File: src/rtl/midi_src_arbiter.sv
// midi_src_arbiter: merges the u and c MIDI byte streams into one stream,
// switching sources only at message boundaries, with a stall timeout.
//
// Ports:
//   reg_clk, reset_reg_N        clock, synchronous active-low reset
//   byteready_x/cur_status_x/
//   midibyte_nr_x/midi_in_data_x  per-source byte strobe and fields (x=u,c)
//   ovf_clr                      clears both overflow flags
//   byteready/cur_status/
//   midibyte_nr/midi_in_data     merged registered byte stream
//   sel                          source of last output byte (1=u, 0=c)
//   locked                       multi-byte message in progress
//   timeout                      pulse on forced release of a stalled lock
//   ovf_u, ovf_c                 sticky drop-on-full flags
module midi_src_arbiter #(
  parameter int FIFO_DEPTH = 4,
  parameter int TIMEOUT    = 4096
) (
  input  logic       reg_clk,
  input  logic       reset_reg_N,
  input  logic       byteready_u,
  input  logic [7:0] cur_status_u,
  input  logic [7:0] midibyte_nr_u,
  input  logic [7:0] midi_in_data_u,
  input  logic       byteready_c,
  input  logic [7:0] cur_status_c,
  input  logic [7:0] midibyte_nr_c,
  input  logic [7:0] midi_in_data_c,
  input  logic       ovf_clr,
  output logic       byteready,
  output logic [7:0] cur_status,
  output logic [7:0] midibyte_nr,
  output logic [7:0] midi_in_data,
  output logic       sel,
  output logic       locked,
  output logic       timeout,
  output logic       ovf_u,
  output logic       ovf_c
);

  localparam int AW = $clog2(FIFO_DEPTH);
  localparam int CW = $clog2(TIMEOUT);
  localparam logic [AW:0] PTR_ONE = (AW+1)'(1);
  localparam logic [CW-1:0] CNT_ONE = CW'(1);
  localparam logic [CW-1:0] CNT_MAX = CW'(TIMEOUT - 1);

  localparam logic [1:0] S_IDLE   = 2'd0;
  localparam logic [1:0] S_LOCK_U = 2'd1;
  localparam logic [1:0] S_LOCK_C = 2'd2;

  function automatic logic [1:0] msg_len(input logic [7:0] st);
    logic [1:0] l;
    l = 2'd1;
    if (st[7]) begin
      case (st[7:4])
        4'h8, 4'h9, 4'hA, 4'hB, 4'hE: l = 2'd3;
        4'hC, 4'hD: l = 2'd2;
        default: begin
          if (st == 8'hF1 || st == 8'hF3) l = 2'd2;
          else if (st == 8'hF2) l = 2'd3;
        end
      endcase
    end
    return l;
  endfunction

  // Sysex ends on its F7 data byte; all else on its last index.
  function automatic logic msg_done(input logic [23:0] e);
    if (e[23:16] == 8'hF0) return e[7:0] == 8'hF7;
    return ({1'b0, e[15:8]} + 9'd1) >= {7'd0, msg_len(e[23:16])};
  endfunction

  logic [23:0] mem_u [FIFO_DEPTH];
  logic [23:0] mem_c [FIFO_DEPTH];
  logic [AW:0] wp_u, rp_u, wp_c, rp_c;
  logic empty_u, full_u, wr_u, pop_u;
  logic empty_c, full_c, wr_c, pop_c;
  logic [23:0] head_u, head_c, head;
  logic done, to_fire, last_u;
  logic [1:0] state, state_nx;
  logic [CW-1:0] cnt;

  assign empty_u = (wp_u == rp_u);
  assign empty_c = (wp_c == rp_c);
  assign full_u = (wp_u[AW] != rp_u[AW]) &&
                  (wp_u[AW-1:0] == rp_u[AW-1:0]);
  assign full_c = (wp_c[AW] != rp_c[AW]) &&
                  (wp_c[AW-1:0] == rp_c[AW-1:0]);
  // A pop in the same cycle frees the slot for a write on full.
  assign wr_u = byteready_u && (!full_u || pop_u);
  assign wr_c = byteready_c && (!full_c || pop_c);
  assign head_u = mem_u[rp_u[AW-1:0]];
  assign head_c = mem_c[rp_c[AW-1:0]];
  assign head = pop_u ? head_u : head_c;
  assign done = msg_done(head);
  assign locked = (state != S_IDLE);

  always_ff @(posedge reg_clk) begin
    if (wr_u)
      mem_u[wp_u[AW-1:0]] <=
        {cur_status_u, midibyte_nr_u, midi_in_data_u};
    if (wr_c)
      mem_c[wp_c[AW-1:0]] <=
        {cur_status_c, midibyte_nr_c, midi_in_data_c};
  end

  always_comb begin
    pop_u = 1'b0;
    pop_c = 1'b0;
    to_fire = 1'b0;
    unique case (state)
      S_IDLE: begin
        pop_u = !empty_u && (empty_c || !last_u);
        pop_c = !empty_c && !pop_u;
      end
      S_LOCK_U: begin
        pop_u = !empty_u;
        to_fire = empty_u && (cnt == CNT_MAX);
      end
      S_LOCK_C: begin
        pop_c = !empty_c;
        to_fire = empty_c && (cnt == CNT_MAX);
      end
      default: ;
    endcase
  end

  always_comb begin
    state_nx = state;
    if (pop_u || pop_c)
      state_nx = done ? S_IDLE : (pop_u ? S_LOCK_U : S_LOCK_C);
    else if (to_fire)
      state_nx = S_IDLE;
  end

  always_ff @(posedge reg_clk) begin
    if (!reset_reg_N) begin
      wp_u <= '0;
      rp_u <= '0;
      wp_c <= '0;
      rp_c <= '0;
      state <= S_IDLE;
      cnt <= '0;
      last_u <= 1'b0;
      byteready <= 1'b0;
      cur_status <= '0;
      midibyte_nr <= '0;
      midi_in_data <= '0;
      sel <= 1'b0;
      timeout <= 1'b0;
      ovf_u <= 1'b0;
      ovf_c <= 1'b0;
    end else begin
      if (wr_u) wp_u <= wp_u + PTR_ONE;
      if (pop_u) rp_u <= rp_u + PTR_ONE;
      if (wr_c) wp_c <= wp_c + PTR_ONE;
      if (pop_c) rp_c <= rp_c + PTR_ONE;
      state <= state_nx;
      byteready <= pop_u || pop_c;
      timeout <= to_fire;
      if (pop_u || pop_c) begin
        {cur_status, midibyte_nr, midi_in_data} <= head;
        sel <= pop_u;
      end
      if (state == S_IDLE && (pop_u || pop_c))
        last_u <= pop_u;
      if (to_fire)
        last_u <= (state == S_LOCK_U);
      if (state == S_IDLE || pop_u || pop_c || to_fire)
        cnt <= '0;
      else if (cnt != CNT_MAX)
        cnt <= cnt + CNT_ONE;
      ovf_u <= (byteready_u && full_u && !pop_u) ||
               (ovf_u && !ovf_clr);
      ovf_c <= (byteready_c && full_c && !pop_c) ||
               (ovf_c && !ovf_clr);
    end
  end

endmodule

File: config.mk
export PLATFORM = sky130hd
export DESIGN_NAME = midi_src_arbiter
export DESIGN_NICKNAME = d
export VERILOG_FILES = /design/src/rtl/midi_src_arbiter.sv
export SDC_FILE = /design/constraint.sdc
export NUM_CORES = 1
export LEC_CHECK = 0
export CAP_MARGIN = 0
export CORE_UTILIZATION = 62
export DETAILED_ROUTE_END_ITERATION = 6
export GPL_ROUTABILITY_DRIVEN = 1
export PLACE_DENSITY = 0.84
export SLEW_MARGIN = 0
export SYNTH_ARGS = -nofsm -noshare
export SYNTH_HDL_FRONTEND = slang
export SYNTH_SLANG_ARGS = --single-unit
File: constraint.sdc
create_clock -name reg_clk -period 5.9 [get_ports reg_clk]
set_input_delay 1.77 -clock reg_clk [delete_from_list [all_inputs] [get_ports reg_clk]]
set_output_delay 1.77 -clock reg_clk [all_outputs]
set_load 0.005 [all_outputs]
Word-level counts from Yosys, hierarchy flattened
Memory sizes are Yosys's and may differ from the RTL's. A register that Yosys moved wholly into a read port is not among the register bits.
Index checks and enable logic that the tools add are counted.
{"block": "op_classes", "n_mux": 26, "n_addsub": 6, "n_bitwise": 1, "n_eq_ne": 22, "n_reduce_logical": 41, "n_lt_le_gt_ge": 1}
{"cell": "== test 8 bit (second input constant)", "n": 5}
{"cell": "== test 4 bit (second input constant)", "n": 7}
{"cell": "two-way mux 2 bit", "n": 12}
{"cell": "two-way mux 24 bit", "n": 1}
{"cell": "logical AND 1 bit", "n": 15}
{"cell": "adder 12 x 1 -> 12 bit (second input constant)", "n": 1}
{"cell": "adder 3 x 1 -> 3 bit (second input constant)", "n": 4}
{"cell": "== test 12 bit (second input constant)", "n": 1}
{"cell": "inequality test 12 bit (second input constant)", "n": 1}
{"cell": "logical OR 1 bit", "n": 10}
{"cell": "adder 8 x 1 -> 9 bit (second input constant)", "n": 1}
{"cell": ">= comparator 9 x 2 -> 1 bit", "n": 1}
{"cell": "zero test 1 bit", "n": 9}
{"cell": "two-way mux 1 bit", "n": 9}
{"cell": "== test 3 bit", "n": 2}
{"cell": "case mux 1 bit (2 select lines)", "n": 3}
{"cell": "nonzero test 2 bit", "n": 3}
{"cell": "OR reduction 5 bit", "n": 1}
{"cell": "== test 2 bit", "n": 2}
{"cell": "case mux 2 bit (2 select lines)", "n": 1}
{"cell": "OR reduction 2 bit", "n": 2}
{"cell": "== test 2 x 1 -> 1 bit (second input constant)", "n": 1}
{"cell": "== test 2 bit (second input constant)", "n": 1}
{"cell": "zero test 2 bit", "n": 1}
{"cell": "2 further kinds", "n": 3}
{"block": "totals", "ff_bits": 56, "in_bits": 53, "ramBits": 192, "mem_count": 2, "output_inout_bits": 30}
{"name": "mem_c", "depth": 4, "width": 24, "read_ports": 1, "rd_clocked_by_memory_dff": 1, "write_ports": 1, "line": "74", "rtl": "logic [23:0] mem_c [FIFO_DEPTH];"}
{"name": "mem_u", "depth": 4, "width": 24, "read_ports": 1, "rd_clocked_by_memory_dff": 1, "write_ports": 1, "line": "73", "rtl": "logic [23:0] mem_u [FIFO_DEPTH];"}

Longest topological paths before layout
{"block": "depth", "depth_word": 15, "mapped_depth": 16}

Least setup slack after synthesis
Ideal clock, no wire load.
{"block": "synth_path", "kind": "in2reg", "from": "in byteready_c", "to": "mem mem_c[3][0] (enable)", "required_time_ns": 5.492, "setup_ns": 0.408, "setup_slack_ns": 2.498, "cell_stages": 2, "n_path_buf": 0, "arrival_ns": 2.995, "path_cell_list": "o41ai_2 -> nor2_1"}
{"block": "synth_via", "elab_chain_cells": 3}
{"element": "start, declared", "line": "25", "rtl": "input logic byteready_c,"}
{"element": "logical AND 1 bit", "line": "91", "rtl": "assign wr_c = byteready_c && (!full_c || pop_c);"}
{"element": "two-way mux 1 bit", "line": "102", "rtl": "if (wr_c)"}
{"element": "two-way mux 1 bit (not written as such)", "line": "103", "rtl": "mem_c[wp_c[AW-1:0]] <="}
{"element": "end, declared", "line": "74"}
No other way between the ends.

Worst setup path in the final report
{"block": "layout_path", "from": "reg state[1]", "to": "reg state[1]"}
{"block": "layout_via", "elab_chain_cells": 13, "word_cells_on_any_way": 37}
{"element": "start, declared", "line": "80", "rtl": "logic [1:0] state, state_nx;"}
{"element": "start signal, assigned", "line": "158", "rtl": "state <= state_nx;"}
{"element": "== test 2 x 1 -> 1 bit / zero test 2 bit (equally long branches)", "line": "111", "rtl": "unique case (state)"}
{"element": "case mux 1 bit (2 select lines)", "line": "111"}
{"element": "two-way mux 24 bit", "line": "94", "rtl": "assign head = pop_u ? head_u : head_c;"}
{"element": "== test 8 bit (on tied branches)", "line": "60, 59"}
{"element": "two-way mux 2 bit / logical OR 1 bit (equally long branches)", "line": "60, 59"}
{"element": "two-way mux 2 bit", "line": "59", "rtl": "if (st == 8'hF1 || st == 8'hF3) l = 2'd2;"}
{"element": "case mux 2 bit (2 select lines)", "line": "55", "rtl": "case (st[7:4])"}
{"element": "two-way mux 2 bit", "line": "54", "rtl": "if (st[7]) begin"}
{"element": "two-way mux 2 bit", "line": "70", "rtl": "return ({1'b0, e[15:8]} + 9'd1) >= {7'd0, msg_len(e[23:16])};"}
{"element": ">= comparator 9 x 2 -> 1 bit", "line": "70"}
{"element": "two-way mux 1 bit", "line": "70"}
{"element": "two-way mux 2 bit", "line": "131", "rtl": "state_nx = done ? S_IDLE : (pop_u ? S_LOCK_U : S_LOCK_C);"}
{"element": "two-way mux 2 bit", "line": "130", "rtl": "if (pop_u || pop_c)"}
Several ways; a longest one is shown, not always the timed one. The select of a mux whose other input is x is not followed.
A chain may end at the register's enable or synchronous reset.

==> summary.md <==
| Metric | Value |
|---|---|
| Largest net degree at the start of global routing | `42` |
| Clk pwr share | `0.285` |
| Die H | `129 um` |
| Async set-or-reset flop fraction in the synthesized netlist | `0` |
| Drt drc | `0` |
| Syn Nets | `676` |
| Post-synthesis cell count | `606` |
| Vias in the first global route | `5638` |
| CP Class | `register to register` |
| Total die area | `0.0166 sq mm` |
| # Max-Cap Violations | `0` |
| Peak VDD IR | `0.321 mV` |
| Hold Violations, Final | `0` |
| Post-CTS sizing | `0` |
| CP arrival | `4230 ps` |
| CP Launch Type | `register` |
| Yosys warnings | `0` |
| Number of synthesized register bits | `252` |
| Sum Neg Setup Slack | `0 ps` |
| Outcome | `finished, final reports clean` |
| Clock slew at reported path FFs | `60 ps` |
| Slew Viols, Final | `0` |
| Fmax | `264 MHz` |
| Antenna Cells | `0` |
| Vias per cell | `6.02` |
| Relative slew margins | `0.150` |
| CP delay by family, top | `compound AO/OA/AOI/OAI gates` |
| Period Utilization, post-route | `0.642` |
| Drt first-iter violations | `414` |
| Synthesized area per cell | `16.5 sq um` |
| Grt ovf | `0` |
| Num CTS Buffers | `25` |
| Leak | `4.00 nW` |
| Gr usage total | `0.249` |
| Net Sw Frac | `0.301` |
| Crit path required time | `6350 ps` |
| Via Count | `5638` |
| Ys flop type | `edfxtp_1` |
| Slew @ Worst Pin | `1280 ps` |
| Hold-fix buffers, CTS | `0` |
| TritonCTS sink count | `252` |
| Clock skew | `15.6 ps` |
| WL/cell | `21.5 um` |
| PortBufs | `82` |
| DP HPWL | `12700 um` |
| Critical Path, Cell by Cell | `inv_1, ha_1, nor2b_1, nor2_1, a21o_1, buf_4, nand2_1, a21oi_1, o31ai_1, ha_1, nand2b_1, a21oi_1, o21ai_0, o21bai_1, a22o_1` |
| H-tree depth | `1` |
| Reg power frac | `0.418` |
| Post-CTS Repair Setup Buffers | `0` |
| CTS root buffer | `clkbuf_16` |
| Syn-to-layout area delta | `18.6%` |
| Skew-Pair Late Insertion Delay | `520 ps` |
| Tmin final | `3790 ps` |
| Combinational Power Share | `0.296` |
| GP Congestion | `0.901` |
| Hold Path Class | `register to register` |
| CP Capture Type | `register` |
| I/O pins | `83` |
| Register area share after synthesis | `0.698` |
| Cell area power density | `442 mW/mm^2` |
| Final Util | `0.748` |
| First-pass GRT wire length | `30500 um` |
| Core area | `0.0158 sq mm` |
| EDFF count, synth | `192` |
| Psw | `0.00158 W` |
| Final Setup Violations | `0` |
| RSZ-0062 raised after global routing | `false` |
| P_int | `0.00366 W` |
| Slowest CP cell | `a21o_1` |
| CP Max Fanout | `38` |
| Antenna-violating nets left | `0` |
| Initial core utilization | `0.631` |
| Die W | `129 um` |
| Initial antenna violation count | `0` |
| Clock Path Buffers | `3` |
| Post-Syn Area | `0.00998 sq mm` |
| # fillers | `906` |
| Number of nets in the layout | `771` |
| TritonCTS clock tree | `yes` |
| Share of layout cells above drive strength 1 | `0.147` |
| Yosys cell types | `45` |
| Drt first pass iters | `5` |
| WP buf/inv | `2` |
| CP max stage delay | `580 ps` |
| Final WL | `20100 um` |
| Num rows | `46` |
registers in the layout, indices dropped and copies added, names as in the netlist, named ones only:
| register | flops |
|---|---|
| midibyte_nr | 8 |
| midi_in_data | 8 |
| mem_u | 96 |
| cnt | 12 |
| byteready | 1 |
| state | 2 |
| ovf_c | 1 |
| rp_c | 3 |
| timeout | 1 |
| last_u | 1 |
| wp_c | 3 |
| cur_status | 8 |
| rp_u | 3 |
| sel | 1 |
| ovf_u | 1 |
| mem_c | 96 |
| wp_u | 3 |
area by class of cell:
type / count / area, sq um / area share
timing repair buffer: 95 / 918 / 0.0776
tap: 216 / 270 / 0.0228
clock inverter: 15 / 96.3 / 0.00814
sequential: 252 / 6970 / 0.588
inverter: 13 / 48.8 / 0.00412
clock buffer: 31 / 678 / 0.0573
multi-input combinational: 314 / 2860 / 0.242
cells in the mapped netlist (all sizes together), types with 6 or more instances:
cell type | number | area share
a211oi | 20 | 0.015
a21oi | 20 | 0.010
and2 | 6 | 0.0038
buf | 13 | 0.0064
clkbuf | 14 | 0.0053
dfxtp | 60 | 0.12
edfxtp | 192 | 0.58
ha | 17 | 0.021
inv | 13 | 0.0049
mux2i | 28 | 0.028
mux4 | 49 | 0.11
nand2 | 31 | 0.012
nand3 | 11 | 0.0055
nor2 | 56 | 0.021
o21ai | 8 | 0.0040
xnor2 | 11 | 0.010
xor2 | 9 | 0.0079
power groups by stage:
stage / Clock (W) / Combinational (W) / Sequential, W
finish: 0.00149 / 0.00155 / 0.00219
global route: 0.00158 / 0.00166 / 0.00220
CTS: 0.00151 / 0.00155 / 0.00219
detailed placement: 0 / 0.00151 / 0.00222
global placement: 0 / 0.00146 / 0.00221
floorplan: 0 / 0.00105 / 0.00219
layer usage:
metal	GRT usage	up-vias	routed length [um]
met5	0	-	0
met4	0.0920	0	662
met3	0.0358	44	1120
met2	0.420	220	10200
met1	0.335	2839	8080
li1	-	2535	-
worst min-delay path, cell delays in order (launching register included):
cell	delay, ps
dfxtp_1	310
nand2b_1	60
a21oi_1	60
stage by stage:
step	cell area, sq um	total power (W)	hold WS, ps	setup WS [ps]	instances
after CTS	11800	0.00525	479	2170	936
after global placement	11100	0.00367	461	1880	890
after floorplan	9980	0.00324	453	2500	606
after global routing	11800	0.00544	502	1960	936
final	11800	0.00523	472	2110	936
after detailed placement	11100	0.00373	469	1790	890
cell families (layout without fill, tap and decap cells):
group | after synthesis | count (layout) | synth area share
compound gates | 60 | 60 | 0.0396
xor+xnor | 20 | 20 | 0.0183
fa+ha+maj | 17 | 17 | 0.0213
buf+inv | 40 | 154 | 0.0165
flops | 252 | 252 | 0.698
mux | 79 | 79 | 0.141
simple gates | 138 | 138 | 0.0651
final timing paths:
path	startpoint	endpoint	slack [ps]	cells after the start
min reg2reg	ovf_c	ovf_c	470	2
max	state[1]	state[1]	2110	15
max reg2reg	state[1]	state[1]	2110	15
min	ovf_c	ovf_c	470	2
cells in the final DEF (no fill, tap or decap), types with 6 or more instances in the layout:
cell type and count:
ha_1 17, o21ai_0 8, a21oi_1 20, clkinv_1 8, nor2_1 52, clkdlybuf4s50_1 82
a211oi_1 20, xor2_1 9, nand3_1 11, edfxtp_1 192, buf_4 13, mux4_2 49
xnor2_1 10, mux2i_1 28, nand2_1 31, and2_1 6, clkbuf_16 25, inv_1 13
dfxtp_1 60
(Power assumes the default switching activity.)
